File: src/rtl/seq_gen_pkg.sv
// Shared definitions for the serial pattern generator.
//   - One-hot state encodings and the FSM state type.
//   - clog2 / cnt_width helpers for sizing counters from parameters.
package seq_gen_pkg;

  localparam logic [2:0] S_IDLE  = 3'b001;
  localparam logic [2:0] S_SHIFT = 3'b010;
  localparam logic [2:0] S_GAP   = 3'b100;

  typedef enum logic [2:0] {
    ST_IDLE  = S_IDLE,
    ST_SHIFT = S_SHIFT,
    ST_GAP   = S_GAP
  } state_e;

  function automatic int clog2(input int value);
    int r;
    r = 0;
    while ((1 << r) < value) r++;
    return r;
  endfunction

  // Counter width that never collapses to zero bits (e.g. a GAP=0 build).
  function automatic int cnt_width(input int value);
    return (clog2(value) < 1) ? 1 : clog2(value);
  endfunction

endpackage

File: src/rtl/seq_pattern_gen_if.sv
// Command / serial-output bundle of seq_pattern_gen.
// Handshake: a command transfers on a rising clk edge where start_vld and
// start_rdy are both high; pattern and rep are sampled on that edge.
// start_vld may be asserted at any time. A command is accepted only on a
// cycle where start_rdy is high; while start_rdy is low the request is
// ignored and is not queued.
//   master: start_vld, pattern, rep, abort -> ; <- start_rdy, dout, dout_vld, sof, eof, busy
//   slave : mirror of master
interface seq_pattern_gen_if #(
  parameter int PAT_W = 4,
  parameter int CNT_W = 8
);
  logic             start_vld;
  logic             start_rdy;
  logic [PAT_W-1:0] pattern;
  logic [CNT_W-1:0] rep;
  logic             abort;
  logic             dout;
  logic             dout_vld;
  logic             sof;
  logic             eof;
  logic             busy;

  modport master (
    output start_vld, pattern, rep, abort,
    input  start_rdy, dout, dout_vld, sof, eof, busy
  );

  modport slave (
    input  start_vld, pattern, rep, abort,
    output start_rdy, dout, dout_vld, sof, eof, busy
  );
endinterface

File: src/rtl/seq_piso_shift.sv
// Parallel-load, MSB-first shift register with bit counter.
//   clk, rst_n   : clock, async active-low reset
//   clear_i      : refill with FILL and zero the bit counter
//   load_i       : load data_i, bit counter to 0 (priority over shift_i)
//   shift_i      : shift left by one, FILL enters at the LSB
//   data_i       : parallel load value
//   ser_o        : current serial bit (register MSB, directly from a flop)
//   empty_o      : ser_o is the final pattern bit; the next shift empties it
//   pre_empty_o  : ser_o is the second-to-last pattern bit
module seq_piso_shift
  import seq_gen_pkg::*;
#(
  parameter int   PAT_W = 4,
  parameter logic FILL  = 1'b0
) (
  input  logic             clk,
  input  logic             rst_n,
  input  logic             clear_i,
  input  logic             load_i,
  input  logic             shift_i,
  input  logic [PAT_W-1:0] data_i,
  output logic             ser_o,
  output logic             empty_o,
  output logic             pre_empty_o
);
  localparam int BIT_W = cnt_width(PAT_W);

  logic [PAT_W-1:0] sr_q, sr_d;
  logic [BIT_W-1:0] cnt_q, cnt_d;

  assign ser_o       = sr_q[PAT_W-1];
  assign empty_o     = (cnt_q == BIT_W'(PAT_W - 1));
  assign pre_empty_o = (cnt_q == BIT_W'(PAT_W - 2));

  always_comb begin
    sr_d  = sr_q;
    cnt_d = cnt_q;
    if (clear_i) begin
      sr_d  = {PAT_W{FILL}};
      cnt_d = '0;
    end else if (load_i) begin
      sr_d  = data_i;
      cnt_d = '0;
    end else if (shift_i) begin
      // Shifting in FILL leaves the idle level on ser_o once drained.
      sr_d  = {sr_q[PAT_W-2:0], FILL};
      cnt_d = empty_o ? '0 : cnt_q + 1'b1;
    end
  end

  always_ff @(posedge clk or negedge rst_n) begin
    if (!rst_n) begin
      sr_q  <= {PAT_W{FILL}};
      cnt_q <= '0;
    end else begin
      sr_q  <= sr_d;
      cnt_q <= cnt_d;
    end
  end
endmodule

File: src/rtl/seq_pattern_gen.sv
// Serial pattern transmitter: sends a captured PAT_W-bit pattern MSB-first,
// max(rep,1) times, with GAP idle cycles between repetitions.
//   clk, rst_n   : clock, async active-low reset
//   bus (slave)  : start_vld/start_rdy handshake, pattern, rep, abort in;
//                  dout, dout_vld, sof, eof, busy out (all registered)
//   dbg_state_o  : current FSM state
module seq_pattern_gen
  import seq_gen_pkg::*;
#(
  parameter int   PAT_W    = 4,
  parameter int   CNT_W    = 8,
  parameter int   GAP      = 0,
  parameter logic IDLE_BIT = 1'b0
) (
  input  logic            clk,
  input  logic            rst_n,
  seq_pattern_gen_if.slave bus,
  output state_e          dbg_state_o
);
  localparam int GAP_W = cnt_width(GAP + 1);

  state_e           state_q, state_d;
  logic [CNT_W-1:0] rep_cnt_q, rep_cnt_d;   // repetitions left after the current one
  logic [GAP_W-1:0] gap_cnt_q, gap_cnt_d;
  logic [PAT_W-1:0] pat_q, pat_d;
  logic             dout_vld_q, sof_q, eof_q, busy_q, rdy_q;
  logic             sof_d, eof_d;
  logic             hs;
  logic             sr_clear, sr_load, sr_shift;
  logic [PAT_W-1:0] sr_data;
  logic             sr_ser, sr_empty, sr_pre_empty;

  assign hs = bus.start_vld & rdy_q & ~bus.abort;

  seq_piso_shift #(.PAT_W(PAT_W), .FILL(IDLE_BIT)) u_shift (
    .clk         (clk),
    .rst_n       (rst_n),
    .clear_i     (sr_clear),
    .load_i      (sr_load),
    .shift_i     (sr_shift),
    .data_i      (sr_data),
    .ser_o       (sr_ser),
    .empty_o     (sr_empty),
    .pre_empty_o (sr_pre_empty)
  );

  always_comb begin
    state_d   = state_q;
    rep_cnt_d = rep_cnt_q;
    gap_cnt_d = gap_cnt_q;
    pat_d     = pat_q;
    sof_d     = 1'b0;
    eof_d     = 1'b0;
    sr_clear  = 1'b0;
    sr_load   = 1'b0;
    sr_shift  = 1'b0;
    sr_data   = pat_q;
    case (state_q)
      ST_IDLE: begin
        if (hs) begin
          state_d   = ST_SHIFT;
          pat_d     = bus.pattern;
          rep_cnt_d = (bus.rep == '0) ? '0 : bus.rep - 1'b1;
          sr_load   = 1'b1;
          sr_data   = bus.pattern;
          sof_d     = 1'b1;
        end
      end
      ST_SHIFT: begin
        if (sr_empty) begin
          if (rep_cnt_q == '0) begin
            state_d  = ST_IDLE;
            sr_shift = 1'b1;      // drain so dout falls back to IDLE_BIT
          end else begin
            rep_cnt_d = rep_cnt_q - 1'b1;
            if (GAP == 0) begin
              sr_load = 1'b1;     // seamless reload from the captured copy
              sof_d   = 1'b1;
            end else begin
              state_d   = ST_GAP;
              gap_cnt_d = '0;
              sr_shift  = 1'b1;
            end
          end
        end else begin
          sr_shift = 1'b1;
          // Next bit is bit 0 of the final repetition.
          eof_d    = sr_pre_empty && (rep_cnt_q == '0);
        end
      end
      ST_GAP: begin
        if (gap_cnt_q == GAP_W'(GAP - 1)) begin
          state_d   = ST_SHIFT;
          gap_cnt_d = '0;
          sr_load   = 1'b1;
          sof_d     = 1'b1;
        end else begin
          gap_cnt_d = gap_cnt_q + 1'b1;
        end
      end
      default: state_d = ST_IDLE;
    endcase

    // Abort overrides everything outside IDLE; in IDLE it only blocks hs.
    if (bus.abort && (state_q != ST_IDLE)) begin
      state_d   = ST_IDLE;
      rep_cnt_d = '0;
      gap_cnt_d = '0;
      sr_clear  = 1'b1;
      sr_load   = 1'b0;
      sr_shift  = 1'b0;
      sof_d     = 1'b0;
      eof_d     = 1'b0;
    end
  end

  always_ff @(posedge clk or negedge rst_n) begin
    if (!rst_n) begin
      state_q    <= ST_IDLE;
      rep_cnt_q  <= '0;
      gap_cnt_q  <= '0;
      pat_q      <= '0;
      dout_vld_q <= 1'b0;
      sof_q      <= 1'b0;
      eof_q      <= 1'b0;
      busy_q     <= 1'b0;
      rdy_q      <= 1'b1;
    end else begin
      state_q    <= state_d;
      rep_cnt_q  <= rep_cnt_d;
      gap_cnt_q  <= gap_cnt_d;
      pat_q      <= pat_d;
      dout_vld_q <= (state_d == ST_SHIFT);
      sof_q      <= sof_d;
      eof_q      <= eof_d;
      busy_q     <= (state_d != ST_IDLE);
      rdy_q      <= (state_d == ST_IDLE);
    end
  end

  assign bus.dout      = sr_ser;
  assign bus.dout_vld  = dout_vld_q;
  assign bus.sof       = sof_q;
  assign bus.eof       = eof_q;
  assign bus.busy      = busy_q;
  assign bus.start_rdy = rdy_q;
  assign dbg_state_o   = state_q;
endmodule

File: src/flat_wrapper.sv
// flat-port wrapper written by rule: the top's interface ports become plain ports
module seq_pattern_gen_flat import seq_gen_pkg::*;
#(
  parameter int   PAT_W    = 4,
  parameter int   CNT_W    = 8,
  parameter int   GAP      = 0,
  parameter logic IDLE_BIT = 1'b0
)
  (clk, rst_n, dbg_state_o, bus_start_vld, bus_pattern, bus_rep, bus_abort, bus_start_rdy, bus_dout, bus_dout_vld, bus_sof, bus_eof, bus_busy);
  seq_pattern_gen_if #(.PAT_W(PAT_W), .CNT_W(CNT_W)) bus_i ();
  input  logic clk;
  input  logic rst_n;
  output state_e dbg_state_o;
  input wire logic [$bits(bus_i.start_vld)-1:0] bus_start_vld;
  input wire logic [$bits(bus_i.pattern)-1:0] bus_pattern;
  input wire logic [$bits(bus_i.rep)-1:0] bus_rep;
  input wire logic [$bits(bus_i.abort)-1:0] bus_abort;
  output wire logic [$bits(bus_i.start_rdy)-1:0] bus_start_rdy;
  output wire logic [$bits(bus_i.dout)-1:0] bus_dout;
  output wire logic [$bits(bus_i.dout_vld)-1:0] bus_dout_vld;
  output wire logic [$bits(bus_i.sof)-1:0] bus_sof;
  output wire logic [$bits(bus_i.eof)-1:0] bus_eof;
  output wire logic [$bits(bus_i.busy)-1:0] bus_busy;
  assign bus_i.start_vld = bus_start_vld;
  assign bus_i.pattern = bus_pattern;
  assign bus_i.rep = bus_rep;
  assign bus_i.abort = bus_abort;
  assign bus_start_rdy = bus_i.start_rdy;
  assign bus_dout = bus_i.dout;
  assign bus_dout_vld = bus_i.dout_vld;
  assign bus_sof = bus_i.sof;
  assign bus_eof = bus_i.eof;
  assign bus_busy = bus_i.busy;
  seq_pattern_gen #(.PAT_W(PAT_W), .CNT_W(CNT_W), .GAP(GAP), .IDLE_BIT(IDLE_BIT)) u_core (.clk(clk), .rst_n(rst_n), .bus(bus_i), .dbg_state_o(dbg_state_o));
endmodule
File: config.mk
export PLATFORM = sky130hd
export DESIGN_NAME = seq_pattern_gen_flat
export DESIGN_NICKNAME = d
export VERILOG_FILES = /design/src/rtl/seq_gen_pkg.sv /design/src/rtl/seq_pattern_gen_if.sv /design/src/rtl/seq_piso_shift.sv /design/src/rtl/seq_pattern_gen.sv /design/src/flat_wrapper.sv
export SDC_FILE = /design/constraint.sdc
export NUM_CORES = 1
export LEC_CHECK = 0
export CAP_MARGIN = 20
export CORE_ASPECT_RATIO = 0.8
export CORE_MARGIN = 2
export CORE_UTILIZATION = 40
export DETAILED_ROUTE_END_ITERATION = 8
export GPL_TIMING_DRIVEN = 0
export SLEW_MARGIN = 20
export SYNTH_ARGS = -nofsm -noshare
export SYNTH_HDL_FRONTEND = slang
export SYNTH_HIERARCHICAL = 1
export SYNTH_SLANG_ARGS = --single-unit
File: constraint.sdc
create_clock -name clk -period 3.7 [get_ports clk]
set_input_delay 0.74 -clock clk [delete_from_list [all_inputs] [get_ports clk]]
set_output_delay 0.74 -clock clk [all_outputs]
set_load 0.005 [all_outputs]
# Yosys cells after proc, flatten, opt, wreduce, memory -nomap -nowiden
# Cells that the tools add are included.
dict set report op_classes {
  add_sub_neg 4
  bitwise 3
  reduce_logical 8
  mux 38
  eq_ne 12
}
# operator count
set op_table {}
lappend op_table {{$mux W8} 5}
lappend op_table {{$mux W4} 5}
lappend op_table {{$logic_not A8 Y1} 2}
lappend op_table {{$mux W1} 16}
lappend op_table {{$pmux W8 S2} 1}
lappend op_table {{$sub A8 B1 Y8 const B} 2}
lappend op_table {{$mux W3} 5}
lappend op_table {{$ne A3 B1 Y1 const B} 3}
lappend op_table {{$pmux W3 S3} 1}
lappend op_table {{$mux W2} 4}
lappend op_table {{$eq A3 B1 Y1 const B} 2}
lappend op_table {{$eq A3 B2 Y1 const B} 2}
lappend op_table {{$reduce_bool A3 Y1} 2}
lappend op_table {{$eq A2 B2 Y1 const B} 2}
lappend op_table {{$reduce_and A4 Y1} 1}
lappend op_table {{$eq A3 B3 Y1 const B} 1}
lappend op_table {{$ne A3 B2 Y1 const B} 1}
lappend op_table {{$ne A3 B3 Y1 const B} 1}
lappend op_table {{$pmux W1 S3} 1}
lappend op_table {{$add A2 B1 Y2 const B} 1}
lappend op_table {{$and A1 B1 Y1} 2}
lappend op_table {{$logic_and A1 B1 Y1} 2}
lappend op_table {{$reduce_bool A2 Y1} 1}
lappend op_table {{$add A1 B1 Y1 const B} 1}
lappend op_table {{$not A1 Y1} 1}
dict set report totals {
  output_inout_bits 9
  in_bits 16
  ff_bits 27
}

# Depth between registers and ports, before layout
# Gate-level depths: netlist of the first run.
dict set report logic_depth {
  depth_word 8
  depth_mapped 8
  depth_no_buf 8
}

# Cells and area by module
# Netlist of the first run, hierarchy kept.
# module area_per_inst_um2 cells_per_inst instances
set modules_own_cells {}
lappend modules_own_cells {seq_pattern_gen 1330.0 143 1}
lappend modules_own_cells {seq_piso_shift 322.8 28 1}

# Worst setup path after synthesis of the first run
# Ideal clock, no wire load.
dict set report synth_path {
  path_type {input to register}
  start {in bus_abort}
  end {reg u_core.u_shift.sr_q[1]}
  t_required_ns 3.605
  setup_slack_ns 1.230
  t_arrival_ns 2.375
  cell_stages 7
  setup_time_ns 0.095
  path_buffers 2
  path_cell_list {buf_2 -> or4b_1 -> buf_2 -> o21a_1 -> a21oi_1 -> inv_1 -> a211oi_1}
}
dict set report synth_between {
  elab_chain_cells 7
  elab_cells_between_ends 13
}
# item line
set synth_lines {}
lappend synth_lines {{start: declaration} flat_wrapper.sv:17} ;# input wire logic [$bits(bus_i.abort)-1:0] bus_abort;
lappend synth_lines {{$not A1 Y1} seq_pattern_gen.sv:33} ;# assign hs = bus.start_vld & rdy_q & ~bus.abort;
lappend synth_lines {{$and A1 B1 Y1} seq_pattern_gen.sv:33}
lappend synth_lines {{$mux W1} n/a}
lappend synth_lines {{$pmux W1 S3} n/a}
lappend synth_lines {{$mux W1 *} n/a}
lappend synth_lines {{named net u_core.sof_d} seq_pattern_gen.sv:27} ;# logic sof_d, eof_d;
lappend synth_lines {{$mux W4} seq_piso_shift.sv:41} ;# end else if (load_i) begin
lappend synth_lines {{$mux W4} seq_piso_shift.sv:38} ;# if (clear_i) begin
lappend synth_lines {{end signal: assignment} seq_piso_shift.sv:53} ;# sr_q <= {PAT_W{FILL}};
lappend synth_lines {{end signal: assignment} seq_piso_shift.sv:56} ;# sr_q <= sr_d;
lappend synth_lines {{end: declaration} seq_piso_shift.sv:28} ;# logic [PAT_W-1:0] sr_q, sr_d;
# The timed path passes the listed nets; every way through them passes the cells marked *.
# A chain may end at the register's enable or synchronous reset.

# Worst setup path after layout of the first run
dict set report layout_path {
  start {in bus_start_vld}
  end {reg u_core.u_shift.sr_q[3]}
}
dict set report layout_between {
  elab_chain_cells 7
  elab_cells_between_ends 10
}
# item line
set layout_lines {}
lappend layout_lines {{start: declaration} flat_wrapper.sv:14} ;# input wire logic [$bits(bus_i.start_vld)-1:0] bus_start_vld;
lappend layout_lines {{$and A1 B1 Y1 * (2 in series)} seq_pattern_gen.sv:33}
lappend layout_lines {{$mux W1 *} n/a}
lappend layout_lines {{$pmux W1 S3 *} n/a}
lappend layout_lines {{$mux W1 *} n/a}
lappend layout_lines {{named net u_core.sof_d} seq_pattern_gen.sv:27}
lappend layout_lines {{$mux W4} seq_piso_shift.sv:41}
lappend layout_lines {{$mux W4} seq_piso_shift.sv:38}
# Marked as above.

==> results of run 1 <==
worst reg2reg max path, cell delays in order, from the launching register on:
cell and delay (ns):
dfstp_2 0.53, buf_2 0.18, nand2b_1 0.11, nor4_4 0.54, a21oi_1 0.19, a21oi_1 0.56
inv_1 0.18, a211oi_1 0.25
cell usage in the layout (no fill, tap or decap), types with 2 or more instances in the layout:
master	n
mux2i_1	3
inv_1	12
o21ai_1	2
a211oi_1	4
o31ai_1	5
o21a_1	2
or4_4	2
nor2_1	8
and3_1	2
clkbuf_1	2
nand3_1	3
nor4_1	3
nor2b_1	5
nor3b_2	2
ha_1	4
nor3b_1	5
buf_2	6
nand3b_1	2
nand2b_1	3
clkbuf_8	3
dfstp_2	2
a21oi_1	17
o21ai_0	11
nor3_1	4
a31oi_1	6
mux2_2	4
nand2_1	8
clkdlybuf4s50_1	22
dfrtp_1	25
flip-flops by register name, summed over array words and instances (netlist names):
name / count
u_core/bus.busy: 1
u_core/dbg_state_o: 3
u_core/bus.dout_vld: 1
u_core/bus.sof: 1
u_core/u_shift/cnt_q: 2
u_core/rep_cnt_q: 8
u_core/bus.start_rdy: 1
u_core/bus.eof: 1
u_core/pat_q: 4
u_core/u_shift/sr_q: 4
u_core/gap_cnt_q: 1
kinds of logic after synthesis:
family | Yosys count
AOI/OAI and AO/OA | 56
and+or+nand+nor | 56
DFF | 27
buffers and inverters | 20
muxes | 7
adders and majority gates | 4
xor gates and xnor gates | 1
cell type report:
class	instances	area, um^2	area share
multi-input cells	124	886	0.445
repair buffers	23	225	0.113
inverters	12	45.0	0.0226
flip-flops and latches	27	678	0.340
plain buffers	8	43.8	0.0220
clock buffers	4	45.0	0.0226
well taps	55	68.8	0.0345
where the power goes:
part	total, W	internal (W)	switching (W)
clock network	0.000162	0.0000771	0.0000853
registers	0.000479	0.000407	0.0000719
logic	0.000515	0.000237	0.000279
path summary, 6_finish.rpt:
kind	start	endpoint	depth (start not counted)
min in group clk	u_core/pat_q[0]	u_core/pat_q[0]	1
hold reg to reg	u_core/pat_q[0]	u_core/pat_q[0]	1
hold / removal	rst_n	u_core/u_shift/sr_q[0]	1
setup reg to reg	u_core/dbg_state_o[0]	u_core/u_shift/sr_q[3]	7
max in group asynchronous	rst_n	u_core/bus.eof	1
setup / recovery	bus_start_vld	u_core/u_shift/sr_q[3]	7
metrics by stage:
stage / utilization / instances / hold slack [ns] / instance area (um^2)
after CTS: 0.514 / 253 / 0.475 / 1990
after global routing: 0.514 / 253 / 0.495 / 1990
after global placement: 0.503 / 249 / 0.485 / 1950
final: 0.514 / 253 / 0.458 / 1990
after detailed placement: 0.502 / 249 / 0.489 / 1950
after floorplan: - / 171 / 0.444 / 1650
metal layers:
metal / vias to the layer above / GRT usage / wire [um]
met5: - / 0 / 0
met4: 0 / 0.0201 / 4
met3: 2 / 0.0344 / 202
met2: 34 / 0.260 / 1510
met1: 634 / 0.256 / 1770
li1: 690 / - / -
==> metrics, run 1 <==
clock sink total=27; DR vias/cell=5.38; Cell Rows=20; global-route wire length before repair=6150 um; setup violators final=0; Power Density=581 nW/um^2; DRC=0; Synth cell types=48; die area=4670 um^2; CP max stage cell=a21oi_1; R2R Setup Slk=1.06 ns; antenna-violating nets left=0; CTS tree=yes; CP required=3.87 ns; Synth Area in Compound Gates=0.228; CORE AREA=3880 um^2; Syn-to-layout area delta=20.5%; GRT Overall Usage=0.170; Pins Over Slew Limit=0; H-tree depth=1; multiplexer share of the synthesized area=0.0454; buffer count from post-CTS setup fixing=0; Final nets=219; Arr. time, crit path=2.96 ns; crit path buf inv count=2; diode count=0; Die Y=61.5 um; pre-CTS setup slack=0.608 ns; TritonCTS Buffers=3; synthesized instance count=171; Synth Flop Type=dfrtp_1; final worst slack=0.911 ns; EDFF count, synth=0; Worst-path clk slew=0.09 ns; unrepaired setup endpoints after global routing=no; Final Hold Vio Count=0; HP Class=input port to async pin; wire per inst=13.8 um; Routed Wire Length=3480 um; largest net degree at the start of global routing=28; minimum clock period=2.79 ns; clk root buf=clkbuf_8; DR vias=1,360; delay-heaviest family, CP=compound AO/OA/AOI/OAI gates; post-synthesis average cell area=9.67 um^2; vias in the first global route=1,326; Port Buffers=23; IO Pins=25; setup tns final=0 ns; post-synthesis adder-cell area fraction=0.0303; cell mode on critical path=a21oi_1; RePlAce Congestion=0.847; max incr delay on CP=0.56 ns; share of cells above drive strength 1=0.141; startpoint types=input port; sequence of cells on the critical path=clkdlybuf4s50_1, nand2_1, nor4_4, a21oi_1, a21oi_1, inv_1, a211oi_1; Synth area leader=dfrtp_1; Fmax=359 MHz; initial antenna violation count=0; sequential-to-total area share from yosys stat=0.410; asr flop ratio synth=1.00; Overall Power=0.00116 W; number of DRC markers after the initial detailed-route iteration=74; syn nets=191; Commonest cells post-synth=dfrtp_1, a21oi_1, inv_1; post-synthesis simple-gate area fraction=0.227; CTS Hold Bufs=0; Resize count post-CTS=0; largest family of logic cells by synthesized area=compound AO/OA/AOI/OAI gates; Post-Synth XOR/XNOR Area=0.00530; Leak Pwr=0.800 nW; clk_lat worst skew=0.27 ns; crit share post-route=0.754; final setup skew=0.00742 ns; critical path class=input port to flop; initial core utilization=0.426; Mapped Area=1650 um^2; gr ovfl total=0; largest cells by area after synthesis=dfrtp_1, a21oi_1, o21ai_0; status=finished, final reports clean; count leader, synth=dfrtp_1; Tightest Pin Transition=0.911 ns; peak supply drop=0.265 mV; max-cap violations=0; Fillers=373; Crit. End Element=flop; Yosys warnings=6; clk buf depth=2; max_slew headroom=0.387; die width=75.9 um; first-pass iteration count of the detailed router=4; crit path max fanout=9; HPWL Detailed=2690 um; synthesized flop and latch total=27; Synth top area share=0.379
Power figures use the tool's default switching activity.
==> run 2, diff against run 1 <==
==> constraint.sdc (replaced) <==
create_clock -name clk -period 2.6 [get_ports clk]
set_input_delay 0.52 -clock clk [delete_from_list [all_inputs] [get_ports clk]]
set_output_delay 0.52 -clock clk [all_outputs]
set_load 0.005 [all_outputs]
==> run 2 against run 1 <==
Against the previous run: clock skew about the same; sequential power increased by 42%; wire length increased by 0.98%; sequential share of layout area decreased by 0.28 points; power increased by 43%; non-clock buffer count increased by 1.
==> metrics, run 2 (synthesis gave the netlist of run 1 again) <==
Worst-path clk slew=0.09 ns; clk root buf=clkbuf_8; share of cells above drive strength 1=0.156; Routed Wire Length=3510 um; HPWL Detailed=2690 um; CORE AREA=3880 um^2; vias in the first global route=1,325; Largest regs=u_core/rep_cnt_q: 8 flops, u_core/pat_q: 4 flops, u_core/u_shift/sr_q: 4 flops; max_slew headroom=0.388; delay-heaviest family, CP=compound AO/OA/AOI/OAI gates; Worst Setup SP=u_core/dbg_state_o[0]; Crit. End Element=flop; initial core utilization=0.426; initial antenna violation count=0; die area=4670 um^2; Tightest Pin Transition=0.910 ns; sequence of cells on the critical path=buf_2, nor3b_1, nor2b_1, clkbuf_1, o32ai_4, nor4_1, a211o_1; number of DRC markers after the initial detailed-route iteration=98; status=finished, final reports clean; RePlAce Congestion=0.847; r2r startpoint=u_core/dbg_state_o[0]; Crit path depth=7; crit path max fanout=12; IO Pins=25; CTS Hold Bufs=0; final design utilization=0.518; clock sink total=27; Fillers=372; Final Hold Vio Count=0; most common cell after layout, fill and taps aside=dfrtp_1; DRC=0; wire per inst=13.8 um; GRT Overall Usage=0.170; Largest Register=u_core/rep_cnt_q; Reg2Reg Depth=7; diode count=0; Port Buffers=23; antenna-violating nets left=0; Power Density=825 nW/um^2; HP Class=input port to async pin; clk buf depth=2; TritonCTS Buffers=3; clk_lat worst skew=0.27 ns; Die Y=61.5 um; unrepaired setup endpoints after global routing=no; Syn-to-layout area delta=21.5%; die width=75.9 um; final setup skew=0.00762 ns; max-cap violations=0; H-tree depth=1; crit path buf inv count=2; global-route wire length before repair=6150 um; Leak Pwr=0.807 nW; crit share post-route=0.896; DR vias/cell=5.33; max reg flops=8; Fmax=429 MHz; first-pass iteration count of the detailed router=4; Pins Over Slew Limit=0; commonest cells after routing, fill and taps aside=dfrtp_1, clkdlybuf4s50_1, a21oi_1; Arr. time, crit path=2.49 ns; CTS tree=yes; Final nets=220; Overall Power=0.00166 W; gr ovfl total=0; peak supply drop=0.378 mV; Cell Rows=20; CP required=2.76 ns; setup violators final=0; DR vias=1,355; Multi-input gate area=895 um^2; critical path class=flop to flop; register area=678 um^2; minimum clock period=2.33 ns; CP max stage cell=dfstp_2; max incr delay on CP=0.53 ns; largest net degree at the start of global routing=28; startpoint types=flop
## run 2: stage by stage
stage / setup slack [ns] / cell area (um^2) / std cells / hold slack (ns) / TNS (ns)
floorplan: 0.350 / 1650 / 171 / 0.224 / 0
global placement: -0.218 / 1950 / 249 / 0.485 / -0.792
detailed placement: -0.272 / 1950 / 249 / 0.489 / -1.09
CTS: 0.141 / 2000 / 253 / 0.255 / 0
global route: 0.128 / 2010 / 254 / 0.275 / 0
finish: 0.269 / 2010 / 254 / 0.240 / 0
## run 2: repair_timing
item,4_1_cts,5_1_grt
setup endpoints to repair,3,5
pin swaps,0,1
cloned,0,0
gates resized for setup,1,1
setup buffers,0,1
## run 2: area by class of cell
| cell class | count | share of cell area |
|---|---|---|
| well taps | 55 | 0.0343 |
| clock buffers | 4 | 0.0224 |
| multi-input cells | 124 | 0.445 |
| plain buffers | 8 | 0.0218 |
| repair buffers | 24 | 0.116 |
| inverters | 12 | 0.0224 |
| flip-flops and latches | 27 | 0.338 |
## run 2: path summary, 6_finish.rpt
kind                                               end  slack [ns]
max in group asynchronous               u_core/bus.eof        1.98
min in group clk                       u_core/pat_q[0]        0.51
worst max-delay path               u_core/rep_cnt_q[0]        0.27
worst min-delay path            u_core/u_shift/sr_q[0]        0.24
worst max register to register     u_core/rep_cnt_q[0]        0.27
worst min register to register         u_core/pat_q[0]        0.51
## run 2: worst reg2reg max path: cells and delay by family (launching register included)
kind	cells	cell delay, ns
AO/OA/AOI/OAI	2	0.76
AND/OR/NAND/NOR	3	0.44
flip-flops	1	0.53
buffers and inverters	2	0.49
## run 2: per-layer routing
metal  track usage  routed length [um]
met1         0.256                1830
met2         0.260                1530
met3        0.0344                 144
met4        0.0201                   4
met5             0                   0
## run 2: where the power goes
group	switching (W)	internal (W)
Sequential	0.000102	0.000580
Clock	0.000121	0.000110
Combinational	0.000403	0.000341
==> run 3, diff against run 2 <==
--- a/config.mk
+++ b/config.mk
@@ -14,5 +14,4 @@
 export SLEW_MARGIN = 20
 export SYNTH_ARGS = -nofsm -noshare
 export SYNTH_HDL_FRONTEND = slang
-export SYNTH_HIERARCHICAL = 1
 export SYNTH_SLANG_ARGS = --single-unit
==> run 3 against run 2 <==
Against the previous run: clock power about the same; highest routed layer unchanged; worst hold slack lost 0.0075 ns; register-to-register slack worse by 0.03 ns; utilization shrank 1.5 points; clock skew decreased by 0.0048 ns; largest cell class unchanged; fmax fell by 1.6%; critical path depth is 1 lower.
==> metrics, run 3 <==
die width=77.7 um; clk buf depth=2; Synth top area share=0.360; peak supply drop=0.290 mV; TritonCTS Buffers=3; Largest Register=u_core.rep_cnt_q; critical path class=input port to flop; clk_lat worst skew=0.27 ns; Fmax=422 MHz; H-tree depth=1; synthesized instance count=185; DR vias=1,574; most common cell after layout, fill and taps aside=dfrtp_1; Post-Synth XOR/XNOR Area=0.00504; largest family of logic cells by synthesized area=compound AO/OA/AOI/OAI gates; Arr. time, crit path=2.53 ns; R2R Path End=u_core.rep_cnt_q[5]; Pins Over Slew Limit=0; global-route wire length before repair=6930 um; Mapped Area=1740 um^2; initial antenna violation count=0; CORE AREA=4180 um^2; CTS tree=yes; IO Pins=25; syn nets=205; clk root buf=clkbuf_8; Die Y=62.9 um; Yosys warnings=0; first-pass iteration count of the detailed router=5; unrepaired setup endpoints after global routing=no; EDFF count, synth=0; Final Hold Vio Count=0; Synth Flop Type=dfrtp_1; max_slew headroom=0.534; Final nets=234; crit path max fanout=10; status=finished, final reports clean; post-synthesis adder-cell area fraction=0.0288; HP Class=input port to async pin; count leader, synth=dfrtp_1; R2R Setup Slk=0.24 ns; pre-CTS setup slack=-0.118 ns; setup violators final=0; Synth Area in Compound Gates=0.299; Tightest Pin Transition=0.697 ns; antenna-violating nets left=0; final worst slack=0.231 ns; crit share post-route=0.911; Worst-path clk slew=0.09 ns; share of cells above drive strength 1=0.103; number of DRC markers after the initial detailed-route iteration=140; Power Density=575 nW/um^2; Synth cell types=55; Worst Setup SP=bus_abort; synthesized flop and latch total=27; capture point of the worst path=u_core.u_shift.sr_q[0]; diode count=0; Synth area leader=dfrtp_1; Syn-to-layout area delta=20.9%; Reg2Reg Depth=6; die area=4890 um^2; minimum clock period=2.37 ns; Routed Wire Length=4140 um; wire per inst=15.3 um; largest cells by area after synthesis=dfrtp_1, dfstp_2, o2bb2ai_1; smallest hold slack=0.233 ns; Cell Rows=21; RePlAce Congestion=0.856; asr flop ratio synth=1.00; Commonest cells post-synth=dfrtp_1, inv_1, nor2_1; Crit. End Element=flop; post-synthesis average cell area=9.39 um^2; max reg flops=8; DRC=0; DR vias/cell=5.83; HPWL Detailed=3240 um; gr ovfl total=0; r2r startpoint=u_core.rep_cnt_q[0]; max-cap violations=0; final setup skew=0.00278 ns; startpoint types=input port; Leak Pwr=0.851 nW; Port Buffers=24; commonest cells after routing, fill and taps aside=dfrtp_1, clkdlybuf4s50_1, inv_1; clock sink total=27; CP required=2.76 ns; sequential-to-total area share from yosys stat=0.390; initial core utilization=0.416; GRT Overall Usage=0.180; post-synthesis simple-gate area fraction=0.208; vias in the first global route=1,424; Largest regs=u_core.rep_cnt_q: 8 flops, u_core.pat_q: 4 flops, u_core.u_shift.sr_q: 4 flops; buffer count from post-CTS setup fixing=0; multiplexer share of the synthesized area=0.0130; largest net degree at the start of global routing=28
## run 3: cell count changes in the layout (fill, tap and decap cells not counted), moves of 4 or more
cell       delta
a221oi_1      +4
clkbuf_1      +5
a211oi_1      -4
o2bb2ai_1     +6
nor2_1        +4
a21oi_1       -6
## run 3: stage by stage
step           utilization  power (W)  cells  setup TNS, ns  cell area (um^2)
6_report             0.503    0.00121    270              0              2100
5_1_grt              0.503    0.00130    270              0              2100
4_1_cts              0.500    0.00121    270              0              2090
3_5_place_dp         0.489   0.000980    266         -0.365              2040
3_3_place_gp         0.490   0.000971    266         -0.268              2050
2_1_floorplan            -   0.000837    185              0              1740
## run 3: per-layer routing
| metal | global-route usage | vias to the layer above | wire length [um] |
|---|---|---|---|
| met5 | 0 | - | 0 |
| met4 | 0.0424 | 0 | 18 |
| met3 | 0.0390 | 2 | 248 |
| met2 | 0.252 | 50 | 1750 |
| met1 | 0.280 | 744 | 2130 |
| li1 | - | 778 | - |
## run 3: worst min path at each step
stage                                from                  end  cells after the start
after detailed placement  u_core.pat_q[1]      u_core.pat_q[1]                      1
after global placement    u_core.pat_q[1]      u_core.pat_q[1]                      1
after CTS                           rst_n  u_core.rep_cnt_q[2]                      1
final                               rst_n  u_core.rep_cnt_q[2]                      1
after global routing                rst_n  u_core.rep_cnt_q[1]                      1
after floorplan                     rst_n      u_core.bus.busy                      0
## run 3: layout make-up
class | count | area [um^2]
Multi-Input combinational cell | 135 | 972
Timing Repair Buffer | 24 | 235
Clock buffer | 3 | 41.3
Tap cell | 57 | 71.3
Fill cell | 377 | 2080
Inverter | 13 | 48.8
Sequential cell | 27 | 678
Buffer | 10 | 47.5
Clock inverter | 1 | 5.00
## run 3: critical path, stage by stage
cell             delay, ns
clkdlybuf4s50_1       0.44
clkbuf_1              0.23
nor2_1                0.49
nand2_1               0.28
mux2_2                0.36
a22o_1                0.22
## run 3: kinds of logic after synthesis
family / after synthesis
flip-flops: 27
buffers and inverters: 23
adder cells (fa/ha/maj): 4
XOR/XNOR: 1
AND/OR/NAND/NOR: 60
multiplexers: 2
AO/OA/AOI/OAI: 68
## run 3: repair_timing
| item | in CTS | in global routing |
|---|---|---|
| hold buffers | 0 | 0 |
| setup endpoints to repair | 0 | 4 |
| resized for setup | 0 | 2 |
## run 3: power by group
part           internal (W)  total [W]  switching [W]
combinational      0.000192   0.000400       0.000208
sequential         0.000507   0.000576      0.0000690
clock              0.000107   0.000232       0.000125
total              0.000806    0.00121       0.000402
